===== src/rtl/csa_pkg.sv =====
// Shared types and helpers for the carry-save stream accumulator.
//   state_t   : frame FSM states (ACCUM -> RESOLVE -> OUTPUT -> ACCUM)
//   n_chunks  : number of CPA_W-wide resolve chunks in an ACC_W accumulator
package csa_pkg;

    typedef enum logic [1:0] {
        ACCUM   = 2'd0,
        RESOLVE = 2'd1,
        OUTPUT  = 2'd2
    } state_t;

    function automatic int unsigned n_chunks(input int unsigned acc_w,
                                             input int unsigned cpa_w);
        return acc_w / cpa_w;
    endfunction

endpackage


===== src/rtl/csa_compress_3to2.sv =====
// Bitwise 3:2 compressor (a row of full adders without carry chaining).
// Ports:
//   a, b, c : W-bit operands
//   s       : W-bit sum bits, a ^ b ^ c
//   maj     : W-bit majority bits; the caller shifts these left by one
module csa_compress_3to2 #(
    parameter int unsigned W = 16
) (
    input  logic [W-1:0] a,
    input  logic [W-1:0] b,
    input  logic [W-1:0] c,
    output logic [W-1:0] s,
    output logic [W-1:0] maj
);

    assign s   = a ^ b ^ c;
    assign maj = (a & b) | (a & c) | (b & c);

endmodule


===== src/rtl/csa_stream_accumulator.sv =====
// Streaming multi-operand accumulator. Operands of a frame are folded into a
// redundant sum/carry pair with one 3:2 compression per accepted operand. The
// operand flagged in_last starts a chunked carry-propagate resolve (one CPA_W
// chunk per cycle); the resolved sum is then offered on a valid/ready port.
// All arithmetic is modulo 2^ACC_W; overflow wraps silently.
//
// Ports:
//   clk, rst   : clock (rising edge), asynchronous active-high reset
//   in_valid   : operand valid          in_ready  : operand accepted (ACCUM only)
//   in_data    : DATA_W-bit operand      in_last   : final operand of the frame
//   out_valid  : resolved sum valid      out_ready : consumer accepts the sum
//   out_data   : ACC_W-bit frame sum, held stable while out_valid is high
//   out_count  : operands in the frame, saturating (only with CSA_CNT_EN)
//
// Build option: define CSA_CNT_EN to add the operand counter and out_count.
module csa_stream_accumulator
    import csa_pkg::*;
#(
    parameter int unsigned DATA_W = 8,
    parameter int unsigned ACC_W  = 16,
    parameter int unsigned CPA_W  = 4,
    parameter int unsigned CNT_W  = 8
) (
    input  logic              clk,
    input  logic              rst,
    input  logic              in_valid,
    output logic              in_ready,
    input  logic [DATA_W-1:0] in_data,
    input  logic              in_last,
    output logic              out_valid,
    input  logic              out_ready,
    output logic [ACC_W-1:0]  out_data
`ifdef CSA_CNT_EN
    ,
    output logic [CNT_W-1:0]  out_count
`endif
);

    localparam int unsigned N_CHUNKS = n_chunks(ACC_W, CPA_W);
    localparam int unsigned IDX_W    = (N_CHUNKS > 1) ? $clog2(N_CHUNKS) : 1;
    localparam logic [IDX_W-1:0] LAST_IDX = IDX_W'(N_CHUNKS - 1);

    if (ACC_W % CPA_W != 0) begin : g_bad_chunk
        $error("csa_stream_accumulator: ACC_W must be a multiple of CPA_W");
    end
    if (DATA_W > ACC_W) begin : g_bad_width
        $error("csa_stream_accumulator: DATA_W must not exceed ACC_W");
    end

    state_t            state_q, state_d;
    logic [ACC_W-1:0]  s_q, s_d;
    logic [ACC_W-1:0]  c_q, c_d;
    logic [ACC_W-1:0]  res_q, res_d;
    logic [IDX_W-1:0]  idx_q, idx_d;
    logic              cin_q, cin_d;

    logic [ACC_W-1:0]  x_ext;
    logic [ACC_W-1:0]  csa_s;
    logic [ACC_W-1:0]  csa_maj;
    logic [CPA_W-1:0]  s_chunk;
    logic [CPA_W-1:0]  c_chunk;
    logic [CPA_W:0]    chunk_sum;
    logic              accept;
    logic              deliver;

    assign in_ready  = (state_q == ACCUM);
    assign out_valid = (state_q == OUTPUT);
    assign out_data  = res_q;
    assign accept    = in_valid & in_ready;
    assign deliver   = out_valid & out_ready;
    assign x_ext     = ACC_W'(in_data);

    csa_compress_3to2 #(
        .W (ACC_W)
    ) u_compress (
        .a   (s_q),
        .b   (c_q),
        .c   (x_ext),
        .s   (csa_s),
        .maj (csa_maj)
    );

    // One chunk of the final carry-propagate add per RESOLVE cycle.
    assign s_chunk   = s_q[idx_q*CPA_W +: CPA_W];
    assign c_chunk   = c_q[idx_q*CPA_W +: CPA_W];
    assign chunk_sum = {1'b0, s_chunk} + {1'b0, c_chunk} + (CPA_W + 1)'(cin_q);

    always_comb begin
        state_d = state_q;
        s_d     = s_q;
        c_d     = c_q;
        res_d   = res_q;
        idx_d   = idx_q;
        cin_d   = cin_q;
        case (state_q)
            ACCUM: begin
                if (accept) begin
                    s_d = csa_s;
                    // Carry weight is one bit up; the MSB carry falls off (mod 2^ACC_W).
                    c_d = csa_maj << 1;
                    if (in_last) begin
                        state_d = RESOLVE;
                        idx_d   = '0;
                        cin_d   = 1'b0;
                    end
                end
            end
            RESOLVE: begin
                res_d[idx_q*CPA_W +: CPA_W] = chunk_sum[CPA_W-1:0];
                cin_d = chunk_sum[CPA_W];
                idx_d = idx_q + IDX_W'(1);
                if (idx_q == LAST_IDX) begin
                    state_d = OUTPUT;
                end
            end
            OUTPUT: begin
                if (deliver) begin
                    s_d     = '0;
                    c_d     = '0;
                    state_d = ACCUM;
                end
            end
            default: state_d = ACCUM;
        endcase
    end

    always_ff @(posedge clk or posedge rst) begin
        if (rst) begin
            state_q <= ACCUM;
            s_q     <= '0;
            c_q     <= '0;
            res_q   <= '0;
            idx_q   <= '0;
            cin_q   <= 1'b0;
        end else begin
            state_q <= state_d;
            s_q     <= s_d;
            c_q     <= c_d;
            res_q   <= res_d;
            idx_q   <= idx_d;
            cin_q   <= cin_d;
        end
    end

`ifdef CSA_CNT_EN
    logic [CNT_W-1:0] cnt_q, cnt_d;

    // Counting stops in RESOLVE/OUTPUT because accept is gated by in_ready.
    always_comb begin
        cnt_d = cnt_q;
        if (deliver) begin
            cnt_d = '0;
        end else if (accept && (cnt_q != {CNT_W{1'b1}})) begin
            cnt_d = cnt_q + CNT_W'(1);
        end
    end

    always_ff @(posedge clk or posedge rst) begin
        if (rst) begin
            cnt_q <= '0;
        end else begin
            cnt_q <= cnt_d;
        end
    end

    assign out_count = cnt_q;
`endif

endmodule


===== config.mk =====
export PLATFORM = sky130hd
export DESIGN_NAME = csa_stream_accumulator
export DESIGN_NICKNAME = d
export VERILOG_FILES = /design/src/rtl/csa_pkg.sv /design/src/rtl/csa_compress_3to2.sv /design/src/rtl/csa_stream_accumulator.sv
export SDC_FILE = /design/constraint.sdc
export NUM_CORES = 1
export LEC_CHECK = 0
export BUFFER_PORTS_ARGS = -buffer_cell sky130_fd_sc_hd__buf_2
export CAP_MARGIN = 25
export CORE_UTILIZATION = 62
export CTS_BUF_LIST = sky130_fd_sc_hd__clkbuf_4
export CTS_CLUSTER_DIAMETER = 120
export CTS_CLUSTER_SIZE = 24
export DETAILED_ROUTE_END_ITERATION = 8
export GPL_ROUTABILITY_DRIVEN = 0
export HOLD_SLACK_MARGIN = 0.1
export PLACE_DENSITY = 0.84
export SYNTH_ARGS = -nofsm -noshare
export SYNTH_HDL_FRONTEND = slang
export SYNTH_SLANG_ARGS = --single-unit

===== constraint.sdc =====
create_clock -name clk -period 6.45 [get_ports clk]
set_input_delay 0.3225 -clock clk [delete_from_list [all_inputs] [get_ports clk]]
set_output_delay 0.3225 -clock clk [all_outputs]
set_load 0.005 [all_outputs]

==> results of run 1 <==
[per-layer routing]
layer | share of wire | track usage | up-vias | routed length [µm]
met5 | 0 | 0 | - | 0
met4 | 0.026 | 0.170 | 0 | 138
met3 | 0.048 | 0.0473 | 16 | 254
met2 | 0.52 | 0.463 | 63 | 2710
met1 | 0.41 | 0.339 | 893 | 2150
li1 | - | - | 772 | -
[state kept, by name, summed over array words and instances, names as in the netlist]
register  flops
out_data     16
s_q          16
c_q          15
idx_q         2
state_q       2
cin_q         1
[worst register-to-register path: stages, from the launching register on]
cell	delay, ns
sky130_fd_sc_hd__dfrtp_1	0.86
sky130_fd_sc_hd__mux4_2	0.62
sky130_fd_sc_hd__fa_1	0.46
sky130_fd_sc_hd__fa_1	0.42
sky130_fd_sc_hd__xnor2_1	0.14
sky130_fd_sc_hd__inv_1	0.10
sky130_fd_sc_hd__a22o_1	0.21
[path summary, 6_finish.rpt]
| path | cells past startpoint | slack [ns] | to | startpoint |
|---|---|---|---|---|
| min in group asynchronous | 3 | 0.51 | out_data[15] | rst |
| worst max-delay path | 6 | 3.56 | out_data[10] | idx_q[0] |
| worst max register to register | 6 | 3.56 | out_data[10] | idx_q[0] |
| worst min register to register | 1 | 0.51 | out_data[3] | out_data[3] |
| worst min-delay path | 2 | 0.13 | s_q[15] | out_ready |
| max in group asynchronous | 4 | 5.40 | c_q[14] | rst |
[layout by cell type, fill, tap and decap left out]
cell                            Yosys  layout
sky130_fd_sc_hd__a211oi_1           2       2
sky130_fd_sc_hd__a21o_1             1       1
sky130_fd_sc_hd__a21oi_1            3       3
sky130_fd_sc_hd__a22o_1            42      42
sky130_fd_sc_hd__a32o_1             4       4
sky130_fd_sc_hd__and3_1             3       3
sky130_fd_sc_hd__and4bb_2           1       1
sky130_fd_sc_hd__buf_12             0       1
sky130_fd_sc_hd__buf_2              4      30
sky130_fd_sc_hd__buf_4              2       1
sky130_fd_sc_hd__clkbuf_4           0       6
sky130_fd_sc_hd__clkinv_4           0       1
sky130_fd_sc_hd__clkinvlp_4         0       1
sky130_fd_sc_hd__dfrtp_1           52      52
sky130_fd_sc_hd__dlygate4sd3_1      0       1
sky130_fd_sc_hd__fa_1               9       9
sky130_fd_sc_hd__ha_1              16      16
sky130_fd_sc_hd__inv_1              5       4
sky130_fd_sc_hd__inv_2              0       1
sky130_fd_sc_hd__mux2_2             1       1
sky130_fd_sc_hd__mux2i_1            2       2
sky130_fd_sc_hd__mux4_2             7       7
sky130_fd_sc_hd__nand2_1            6       6
sky130_fd_sc_hd__nand2b_1           2       2
sky130_fd_sc_hd__nand3_1            1       1
sky130_fd_sc_hd__nand3b_1           1       1
sky130_fd_sc_hd__nand3b_2           1       1
sky130_fd_sc_hd__nor2_1             3       3
sky130_fd_sc_hd__nor2b_1            1       1
sky130_fd_sc_hd__nor3_2             1       1
sky130_fd_sc_hd__nor3b_2            1       1
sky130_fd_sc_hd__nor4b_4            1       1
sky130_fd_sc_hd__o21ai_0            7       7
sky130_fd_sc_hd__o21bai_1           1       1
sky130_fd_sc_hd__or2_4              1       1
sky130_fd_sc_hd__or3b_1             1       1
sky130_fd_sc_hd__xnor2_1            1       1
[cell type report]
type | instances | share of cell area
clock buffers | 6 | 0.0157
well taps | 50 | 0.0218
inverters | 5 | 0.00654
multi-input cells | 120 | 0.431
repair buffers | 33 | 0.0654
flip-flops and latches | 52 | 0.454
clock inverters | 2 | 0.00567
[through the flow]
step | hold slack [ns] | worst slack [ns] | power [W]
final | 0.130 | 3.56 | 0.00131
after global routing | 0.122 | 3.39 | 0.00142
after CTS | 0.114 | 3.56 | 0.00131
after detailed placement | 0.482 | 3.57 | 0.00116
after global placement | 0.472 | 3.66 | 0.00112
after floorplan | 0.409 | 4.07 | 0.00100
[report_power, final]
part / internal [W] / switching [W] / total (W)
registers: 0.000434 / 0.000139 / 0.000573
clock network: 0.0000477 / 0.000104 / 0.000152
logic: 0.000293 / 0.000291 / 0.000584
total: 0.000775 / 0.000533 / 0.00131
[kinds of logic (layout without fill, tap and decap cells)]
logic type	Yosys count	in the layout
compound gates	60	60
xor+xnor	1	1
fa+ha+maj	25	25
buf+inv	16	46
flops	52	52
mux	10	10
simple gates	24	24
==> results, run 1 <==
- The die boundary height is 67.3 µm.
- CTS placed an instance of sky130_fd_sc_hd__clkbuf_4 at the clock tree root.
- The area of the core region is 4060 µm².
- The buffer depth of the longest clock path is 2.
- The TritonCTS clock tree is done.
- The highest clock rate is 346 MHz.
- Of the total synthesized cell area, the portion taken by full adders, half adders and majority gates is 0.144.
- The part of the Yosys area used for sequential elements is 0.493.
- STA puts the critical path data required time at 6.74 ns.
- The number of flops mapped to enable cells by yosys is 0.
- Of the total synthesized cell area, the portion taken by AND, OR, NAND and NOR gates is 0.0649.
- Leaving out filler cells and counting taps, the final layout contains 268.
- After detailed routing, the average wire length per cell comes to 19.6 µm.
- The reported leakage power is 1.47 nW.
- The run finished with clean final reports.
- Synthesis handed over a netlist of 188 instances.
- The cell area that synthesis handed to floorplanning was 2640 µm².
- The cell total after placement is 258.
- The mean cell area of the mapped netlist is 14.0 µm².
- The HPWL reported at the end of detailed placement is 3800 µm.
- The post-synthesis compound-gate area fraction was 0.185.
- The count of unresolved DRC violations after routing is 0.
- The area share of xor/xnor cells in the synthesized design is 0.00332.
- The first global-routing pass estimated 8970 µm of wire.
- The area enclosed by the die boundary is 4530 µm².
- The synthesized net count is 226.
- The area of the multi-input gates is 1240 µm².
- The final total negative setup slack is 0 ns.
- The final number of max-transition violations is 0.
- In the synthesized netlist, the cells that appear most often are sky130_fd_sc_hd__dfrtp_1 (52), sky130_fd_sc_hd__a22o_1 (42), sky130_fd_sc_hd__ha_1 (16).
- The clock latency at the later pin of the worst-skew pair is 0.38 ns.
- The top-level port count is 31.
- The yosys synthesis warning count is 0.
- The signal on the critical path passes through mux4_2 -> fa_1 -> fa_1 -> xnor2_1 -> inv_1 -> a22o_1.
- The register bit total from synthesis is 52.
- The number of detailed-routing iterations run before antenna repair is 4.
- By instance count, the cell type seen most on the critical path is sky130_fd_sc_hd__fa_1.
- The share of synthesized registers carrying an async set or reset is 1.00.
- The x dimension of the die is 67.3 µm.
- The top flip-flop cell by instance count after synthesis is sky130_fd_sc_hd__dfrtp_1.
- After routing the design area is 2870 µm².
- Relative to the synthesized area, the layout overhead comes to 8.62%.
- The delay of the slowest cell on the worst path is 0.86 ns.
- The first routing iteration left 137 violations.
- Using the TritonRoute via totals, the vias-per-cell ratio works out to 6.51.
- The dominant combinational cell family by area after synthesis is compound AO/OA/AOI/OAI gates.
- The data arrival at the endpoint of the critical path is 3.18 ns.
- After detailed placement, the total cell area comes to 2780 µm².
- The utilization after layout is 0.707.
- The number of placement rows is 23.
- The total number of nets in the final design is 255.
- The worst relative slew slack is 0.496.
- The clock transition at the registers of the reported paths is 0.15 ns.
- In this run, CTS created clock tree buffers numbering 5.
- The initial antenna violation count is 0.
- Setup repair after global routing left no endpoint under its margin.
- The largest total area in the synthesized netlist belongs to sky130_fd_sc_hd__dfrtp_1.
- In the final layout, flip-flops and latches occupy 1300 µm².
- The H-tree was split into 2 levels.
- The critical path launch point type is a flop.
- By instance count, the leading cell after synthesis is sky130_fd_sc_hd__dfrtp_1.
- The count of input and output buffers is 30.
- The total grt overflow is 0.
- The area share of the leading cell type in the synthesized netlist is 0.493.
- The highest net fanout along the worst path is 17.
- The worst setup path is captured at a flop.
- For this configuration, the core starts out at a cell density of 0.651.
- The largest net degree at the start of global routing is 53.
- Sorting the synthesized cells by area gives the leading types as sky130_fd_sc_hd__dfrtp_1 (49%), sky130_fd_sc_hd__a22o_1 (14%), sky130_fd_sc_hd__ha_1 (7.6%).
- After layout, the minimum clock period comes to 2.89 ns.
- The number of buffers inserted to repair setup after CTS is 0.
- Post-CTS repair changed the size of 0 cells.
- The maximum VDD drop is 0.227 mV.
- The count of endpoints failing setup in the final report is 0.
- The overall routed net length is 5250 µm.
- In the final layout, the share of cells above drive strength 1 is 0.252.
- For this design the ratio of total power to cell area is 456 nW/µm².
- The combined buffer and inverter count along the critical path is 1.
- At the pin with the least slew margin, the transition time is 0.756 ns.
- Dividing the final minimum period by the clock period gives 0.449.
- The antenna cell count is 0.
- The type of the worst setup path is reg2reg.
- The number of buffers inserted by hold repair at cts is 0.
- The count of maximum capacitance violations is 0.
- Once detail routing completed, the nets flagged for antenna violations numbered 0.
- The class of the worst hold path is in2reg.
- On the critical path, the stage with the largest delay is an instance of sky130_fd_sc_hd__dfrtp_1.
- The via count of the first global-routing pass is 1874.
- Synthesis instantiated 33 different standard cells from the library.
- The filler cells instantiated in the layout total 276.
- The final-report hold violation count is 0.
- Measured against the total synthesized area, the mux share comes to 0.0715.
- The clock arrives with 0.00906 ns of skew.
- The category of cells accounting for the largest share of critical-path delay is adder cells.
- In the global route stage, overall resource usage came out at 0.279.
- The routed via count is 1744.
- The clock sink count is 52.
No activity file was read; power rests on OpenSTA's default activity.
==> run 2: changes to the inputs <==
CORE_UTILIZATION = 60   (was 62)
PLACE_DENSITY = 0.82   (was 0.84)
clock period = 2.7 ns   (was 6.45 ns; I/O delays follow)
==> run 2 against run 1 <==
- sequential share of layout area decreased by 0.74 points
- count of clock-buffer cells in the layout decreased by 1
- power increased by 140%
- routed wire length increased by 3.6%
- sequential power increased by 130%
- critical path depth increased by 2
- hold slack got worse by 0.0053 ns
- cell area increased by 1.7%
- maximum frequency increased by 20%
- flip-flop and latch count unchanged
- final cell count increased by 2.2%
- global-route usage decreased by 1.1 points
- critical path type unchanged
- largest cell class unchanged
- largest power group unchanged
==> results, run 2 (same netlist as run 1, synthesis figures left out) <==
- The power per unit of standard cell area was 1080 nW/µm² (+140%).
- The post-place setup slack came to 0.306 ns (-3.26 ns).
- The post-route total power was 0.00316 W (+140%).
- The average wire per standard cell is 19.8 µm (+1.3%).
- The sum of met2 wire segment lengths after detailed routing was 2880 µm (+6.2%).
- TritonCTS built the clock tree.
- The final-report hold violation count came to 0 (unchanged).
- The worst relative slew slack is 0.742 (+0.246).
- The maximum VDD drop is 0.474 mV (+110%).
- The critical path capture point type is a flop.
- The initial antenna violation count came to 0 (unchanged).
- The final number of max-transition violations is 0 (unchanged).
- The antenna cell count is 0 (unchanged).
- The proportion of layout cells with a drive suffix above 1 is 0.254 (+0.00217).
- The slew at the pin with the worst max-slew slack is 0.387 ns (-0.369 ns).
- The count of endpoints failing setup in the final report is 0 (unchanged).
- The minimum hold slack is 0.125 ns (-0.00526 ns).
- The die boundary height is 68.4 µm (+1.6%).
- From synthesis to final layout, the design area changed by 10.4%.
- The buffer depth of the longest clock path is 2 (unchanged).
- The number of buffers created by CTS is 5 (unchanged).
- The number of placement rows was 23 (unchanged).
- The top-level port count is 31 (unchanged).
- The area enclosed by the die boundary is 4670 µm² (+3.2%).
- The x dimension of the die is 68.4 µm (+1.6%).
- The reported leakage power was 1.49 nW (+1.3%).
- The share of the clock period used by the worst path after layout was 0.896 (+0.447).
- The worst setup path is launched from a flop.
- The area of the core region is 4120 µm² (+1.4%).
- The worst setup margin is 0.282 ns (-3.27 ns).
- The overall routed net length was 5440 µm (+3.6%).
- The number of buffers inserted to repair setup after CTS is 0 (unchanged).
- The count of unresolved DRC violations after routing is 0 (unchanged).
- The routed metal-1 wire length is 2230 µm (+3.9%).
- The maximum level of the CTS H-tree came to 2 (unchanged).
- Leaving out fill and tap cells, the most frequent cell in the layout is sky130_fd_sc_hd__dfrtp_1.
- The type of the worst setup path is reg2reg.
- The clock root buffer master is sky130_fd_sc_hd__clkbuf_4.
- The starting DRC count in detailed routing is 66 (-52%).
- In this run the worst hold path is classified as in2reg.
- The via density per instance came to 6.42 (-1.3%).
- The largest net degree at the start of global routing is 53 (unchanged).
- The global-route wire length before repair was 8870 µm (-1.1%).
- In the layout the commonest cells are sky130_fd_sc_hd__dfrtp_1 (52), sky130_fd_sc_hd__a22o_1 (42), sky130_fd_sc_hd__buf_2 (30).
- The worst path required time is 2.98 ns (-3.76 ns).
- The utilization after layout is 0.709 (+0.00166).
- The HPWL reported at the end of detailed placement was 3940 µm (+3.7%).
- The time the final worst path needs with I/O delays and setup was 2.42 ns (-0.476 ns).
- The effective utilization at floorplan was 0.642 (-0.00910).
- The clock transition at the registers of the reported paths is 0.15 ns (about the same).
- The total grt overflow is 0 (unchanged).
- The clock latency at the later pin of the worst-skew pair was 0.38 ns (about the same).
- The highest clock rate was 414 MHz (+20%).
- The count of input and output buffers is 30 (unchanged).
- The aggregate global-route resource usage is 0.267 (-0.0113).
- The highest layer touched by signal routing is met4.
- The setup skew after layout is 0.0183 ns (+0.00924 ns).
- The highest net fanout along the worst path came to 8 (-9).
- Setup repair after global routing left no endpoint under its margin.
- The clock sink count came to 52 (unchanged).
- The met3 routed wirelength is 223 µm (-12%).
- The routed via count is 1759 (+0.86%).
- The number of detailed-routing iterations run before antenna repair was 5 (+1).
- The final total negative setup slack came to 0 ns (unchanged).
- The remaining number of nets flagged by the antenna check after routing is 0 (unchanged).
- The count of maximum capacitance violations is 0 (unchanged).
- The data arrival at the endpoint of the critical path is 2.70 ns (-0.48 ns).
- The via count of the first global-routing pass is 1796 (-4.2%).
- The flow ran to the end, and the final reports show no timing, DRC or antenna violations.
- The total number of nets in the final design is 261 (+2.4%).
## run 2: changes by cell type in the layout (fill, tap and decap cells not counted), sizes merged
| cell | delta |
|---|---|
| clkbuf | -1 |
| clkinvlp | +1 |
| buf | +3 |
| dlygate4sd3 | +3 |
## run 2: metrics by stage
| step | cells | instance area [µm²] |
|---|---|---|
| finish | 274 | 2920 |
| global route | 274 | 2920 |
| floorplan | 188 | 2640 |
| CTS | 273 | 2900 |
| detailed placement | 261 | 2800 |
| global placement | 261 | 2800 |
## run 2: layout make-up
class                   instances  area [µm²]
clock buffers                   5        37.5
clock inverters                 3        18.8
fillers                       295        1200
inverters                       5        18.8
multi-input cells             120        1240
flip-flops and latches         52        1300
well taps                      50        62.6
repair buffers                 39         240
## run 2: path summary, 6_finish.rpt
kind	cells past startpoint	start	slack, ns	to
min in group asynchronous	3	rst	0.21	s_q[2]
max in group asynchronous	4	rst	1.99	s_q[8]
setup / recovery	8	idx_q[0]	0.28	out_data[14]
hold / removal	3	in_data[0]	0.13	s_q[0]
setup reg to reg	8	idx_q[0]	0.28	out_data[14]
hold reg to reg	1	out_data[1]	0.52	out_data[1]
## run 2: layer usage
metal  global-route usage  vias up
met3               0.0667       10
met5                    0        -
met2                0.461       41
met1                0.321      920
met4               0.0990        0
li1                     -      788
## run 2: worst max-delay path, cell delays in order (launching register included)
cell and delay (ns):
sky130_fd_sc_hd__dfrtp_1 0.43, sky130_fd_sc_hd__buf_4 0.21, sky130_fd_sc_hd__mux2i_1 0.21, sky130_fd_sc_hd__o21ai_0 0.13
sky130_fd_sc_hd__fa_1 0.43, sky130_fd_sc_hd__fa_1 0.42, sky130_fd_sc_hd__xnor2_1 0.16, sky130_fd_sc_hd__inv_1 0.11
sky130_fd_sc_hd__a22o_1 0.22
## run 2: where the power goes
| group | leakage, nW | total, W | switching [W] | internal [W] |
|---|---|---|---|---|
| registers | 0.697 | 0.00132 | 0.000277 | 0.00104 |
| clock network | 0.0249 | 0.000344 | 0.000246 | 0.0000984 |
| logic | 0.766 | 0.00150 | 0.000769 | 0.000735 |
| total | 1.49 | 0.00316 | 0.00129 | 0.00187 |
## run 2: repair_timing
action,in CTS,in global routing
hold endpoints to repair,55,0
hold buffers,4,0
resized for setup,0,0
==> run 3: changes to the inputs <==
PLACE_DENSITY = 0.92   (was 0.82)
==> run 3 against run 2 <==
- power fell by 1.8%
- clock skew shrank 0.011 ns
- critical endpoint is now out_data[10]
- flip-flop and latch count unchanged
- critical path type unchanged
- maximum frequency down 4.0%
- sequential share of layout area increased by 0.096 points
==> results, run 3 (same netlist as run 1, synthesis figures left out) <==
- The routed via count is 1730 (-1.6%).
- The aggregate global-route resource usage is 0.253 (-0.0146).
- The remaining number of nets flagged by the antenna check after routing came to 0 (unchanged).
- The startpoint identified for the worst hold timing path is in_valid.
- The number of buffers created by CTS is 5 (unchanged).
- The library cells used most frequently in the layout, excluding fill and tap cells, are sky130_fd_sc_hd__dfrtp_1 (52), sky130_fd_sc_hd__a22o_1 (42), sky130_fd_sc_hd__buf_2 (30).
- The total grt overflow is 0 (unchanged).
- The count of unresolved DRC violations after routing was 0 (unchanged).
- The x dimension of the die is 68.4 µm (unchanged).
- The count of maximum capacitance violations came to 0 (unchanged).
- The maximum level of the CTS H-tree is 2 (unchanged).
- The delay of the slowest cell on the worst path came to 0.50 ns (+0.07 ns).
- The cell depth of the worst hold path was 4 (+1).
- The top-level port count is 31 (unchanged).
- The cell that appears most often on the critical path is sky130_fd_sc_hd__fa_1.
- The type of the worst setup path is reg2reg.
- The initial antenna violation count is 0 (unchanged).
- The worst relative slew slack was 0.518 (-0.224).
- TritonCTS built the clock tree.
- The die boundary height came to 68.4 µm (unchanged).
- The post-route total power was 0.00311 W (-1.8%).
- The final total negative setup slack is 0 ns (unchanged).
- The worst path required time is 2.97 ns (about the same).
- The antenna cell count is 0 (unchanged).
- Setup repair after global routing left no endpoint under its margin.
- The number of detailed-routing iterations run before antenna repair is 4 (-1).
- The critical path launch point type is a flop.
- From synthesis to final layout, the design area changed by 10.2%.
- Walking the worst path, the cells encountered are buf_4 -> mux2i_1 -> o21ai_0 -> fa_1 -> fa_1 -> xnor2_1 -> inv_1 -> a22o_1.
- The time the final worst path needs with I/O delays and setup is 2.52 ns (+0.101 ns).
- The clock latency at the later pin of the worst-skew pair came to 0.37 ns (about the same).
- The largest net degree at the start of global routing was 53 (unchanged).
- The final-report hold violation count is 0 (unchanged).
- The worst hold path terminates at state_q[0].
- The HPWL reported at the end of detailed placement is 3780 µm (-4.2%).
- The area enclosed by the die boundary is 4670 µm² (unchanged).
- The via count of the first global-routing pass is 1701 (-5.3%).
- The terminus of the critical flop-to-flop path is out_data[10].
- The data arrival at the endpoint of the critical path is 2.79 ns (+0.09 ns).
- The buffer depth of the longest clock path is 2 (unchanged).
- The commonest non-fill, non-tap cell in the layout is sky130_fd_sc_hd__dfrtp_1.
- The setup skew after layout is 0.00681 ns (-0.0115 ns).
- The slew at the pin with the worst max-slew slack was 0.720 ns (+0.333 ns).
- The final cell area excluding filler cells was 2910 µm² (-0.21%).
- The path class of the tightest hold or removal check is in2reg.
- The count of endpoints failing setup in the final report is 0 (unchanged).
- The power per unit of standard cell area is 1070 nW/µm² (-1.6%).
- The reported leakage power is 1.49 nW (+0.25%).
- The highest net fanout along the worst path is 8 (unchanged).
- The number of buffers inserted to repair setup after CTS came to 0 (unchanged).
- The worst register-to-register path begins at idx_q[0].
- The area of the core region is 4120 µm² (unchanged).
- The worst reg-to-reg path cell count is 8 (unchanged).
- The proportion of layout cells with a drive suffix above 1 came to 0.256 (+0.00114).
- The count of input and output buffers is 30 (unchanged).
- The worst setup margin is 0.181 ns (-0.101 ns).
- The combined buffer and inverter count along the critical path is 2 (unchanged).
- The effective utilization at floorplan is 0.642 (unchanged).
- The run finished with clean final reports.
- The post-place setup slack was 0.196 ns (-0.109 ns).
- The total number of nets in the final design came to 261 (unchanged).
- The worst setup path is captured at a flop.
- The tree is rooted in a sky130_fd_sc_hd__clkbuf_4.
- The final number of max-transition violations was 0 (unchanged).
- The highest clock rate is 397 MHz (-4.0%).
- The starting DRC count in detailed routing is 104 (+58%).
- The clock transition at the registers of the reported paths was 0.14 ns (about the same).
- The area of placed instances came to 2800 µm² (unchanged).
- The cell at the slowest stage of the critical path is sky130_fd_sc_hd__dfrtp_1.
- The maximum VDD drop is 0.496 mV (+4.5%).
- The minimum hold slack is 0.121 ns (-0.00393 ns).
- The clock sink count is 52 (unchanged).
- The number of placement rows is 23 (unchanged).
- The reg-to-reg setup timing slack is 0.18 ns (-0.10 ns).
- The share of the clock period used by the worst path after layout is 0.933 (+0.0374).
- The via density per instance was 6.34 (-1.3%).
- The average wire per standard cell is 18.5 µm (-6.6%).
- In this design, the largest share of critical-path delay is due to adder cells.
- The overall routed net length is 5060 µm (-7.0%).
- The global-route wire length before repair came to 8320 µm (-6.2%).
run 3: cell count changes in the layout (fill, tap and decap cells not counted), sizes merged:
cell | previous run | this run
clkinvlp | 2 | 1
run 3: worst reg2reg max path, delay by kind of cell (launching register included):
kind,cells,cell delay (ns)
buffers and inverters,2,0.34
xor gates and xnor gates,1,0.16
DFF,1,0.50
adders and majority gates,2,0.86
AOI/OAI and AO/OA,2,0.35
muxes,1,0.23
run 3: worst max-delay path by stage:
stage / startpoint / end / slack [ns] / cells past startpoint
2_1_floorplan: idx_q[0] / out_data[2] / 0.32 / 7
5_1_grt: idx_q[0] / out_data[6] / 0.05 / 8
6_report: idx_q[0] / out_data[10] / 0.18 / 8
3_3_place_gp: idx_q[0] / out_data[2] / 0.32 / 6
4_1_cts: idx_q[0] / out_data[10] / 0.17 / 8
3_5_place_dp: idx_q[0] / out_data[14] / 0.20 / 8
run 3: repair_timing:
action	in CTS	in global routing
endpoints found under the hold margin	55	1
gates resized for setup	0	0
hold buffers	3	1
run 3: power breakdown:
group | switching [W] | total [W] | internal (W)
combinational | 0.000705 | 0.00143 | 0.000725
sequential | 0.000305 | 0.00134 | 0.00104
clock | 0.000238 | 0.000334 | 0.0000954
run 3: routing by layer:
layer / up-vias / GRT usage / routed length, µm
met3: 7 / 0.0567 / 178
met1: 900 / 0.348 / 2320
met2: 33 / 0.388 / 2490
li1: 790 / - / -
met4: 0 / 0.0964 / 71
met5: - / 0 / 0
run 3: cell type report:
cell class,instances,area (µm²)
multi-input combinational,120,1240
tap,50,62.6
inverter,5,18.8
clock buffer,5,37.5
timing repair buffer,39,240
clock inverter,2,12.5
fill,275,1200
sequential,52,1300
run 3: through the flow:
stage,instances,utilization
after CTS,271,0.700
final,273,0.707
after global routing,273,0.707
after floorplan,188,-
after detailed placement,261,0.680
after global placement,261,0.680
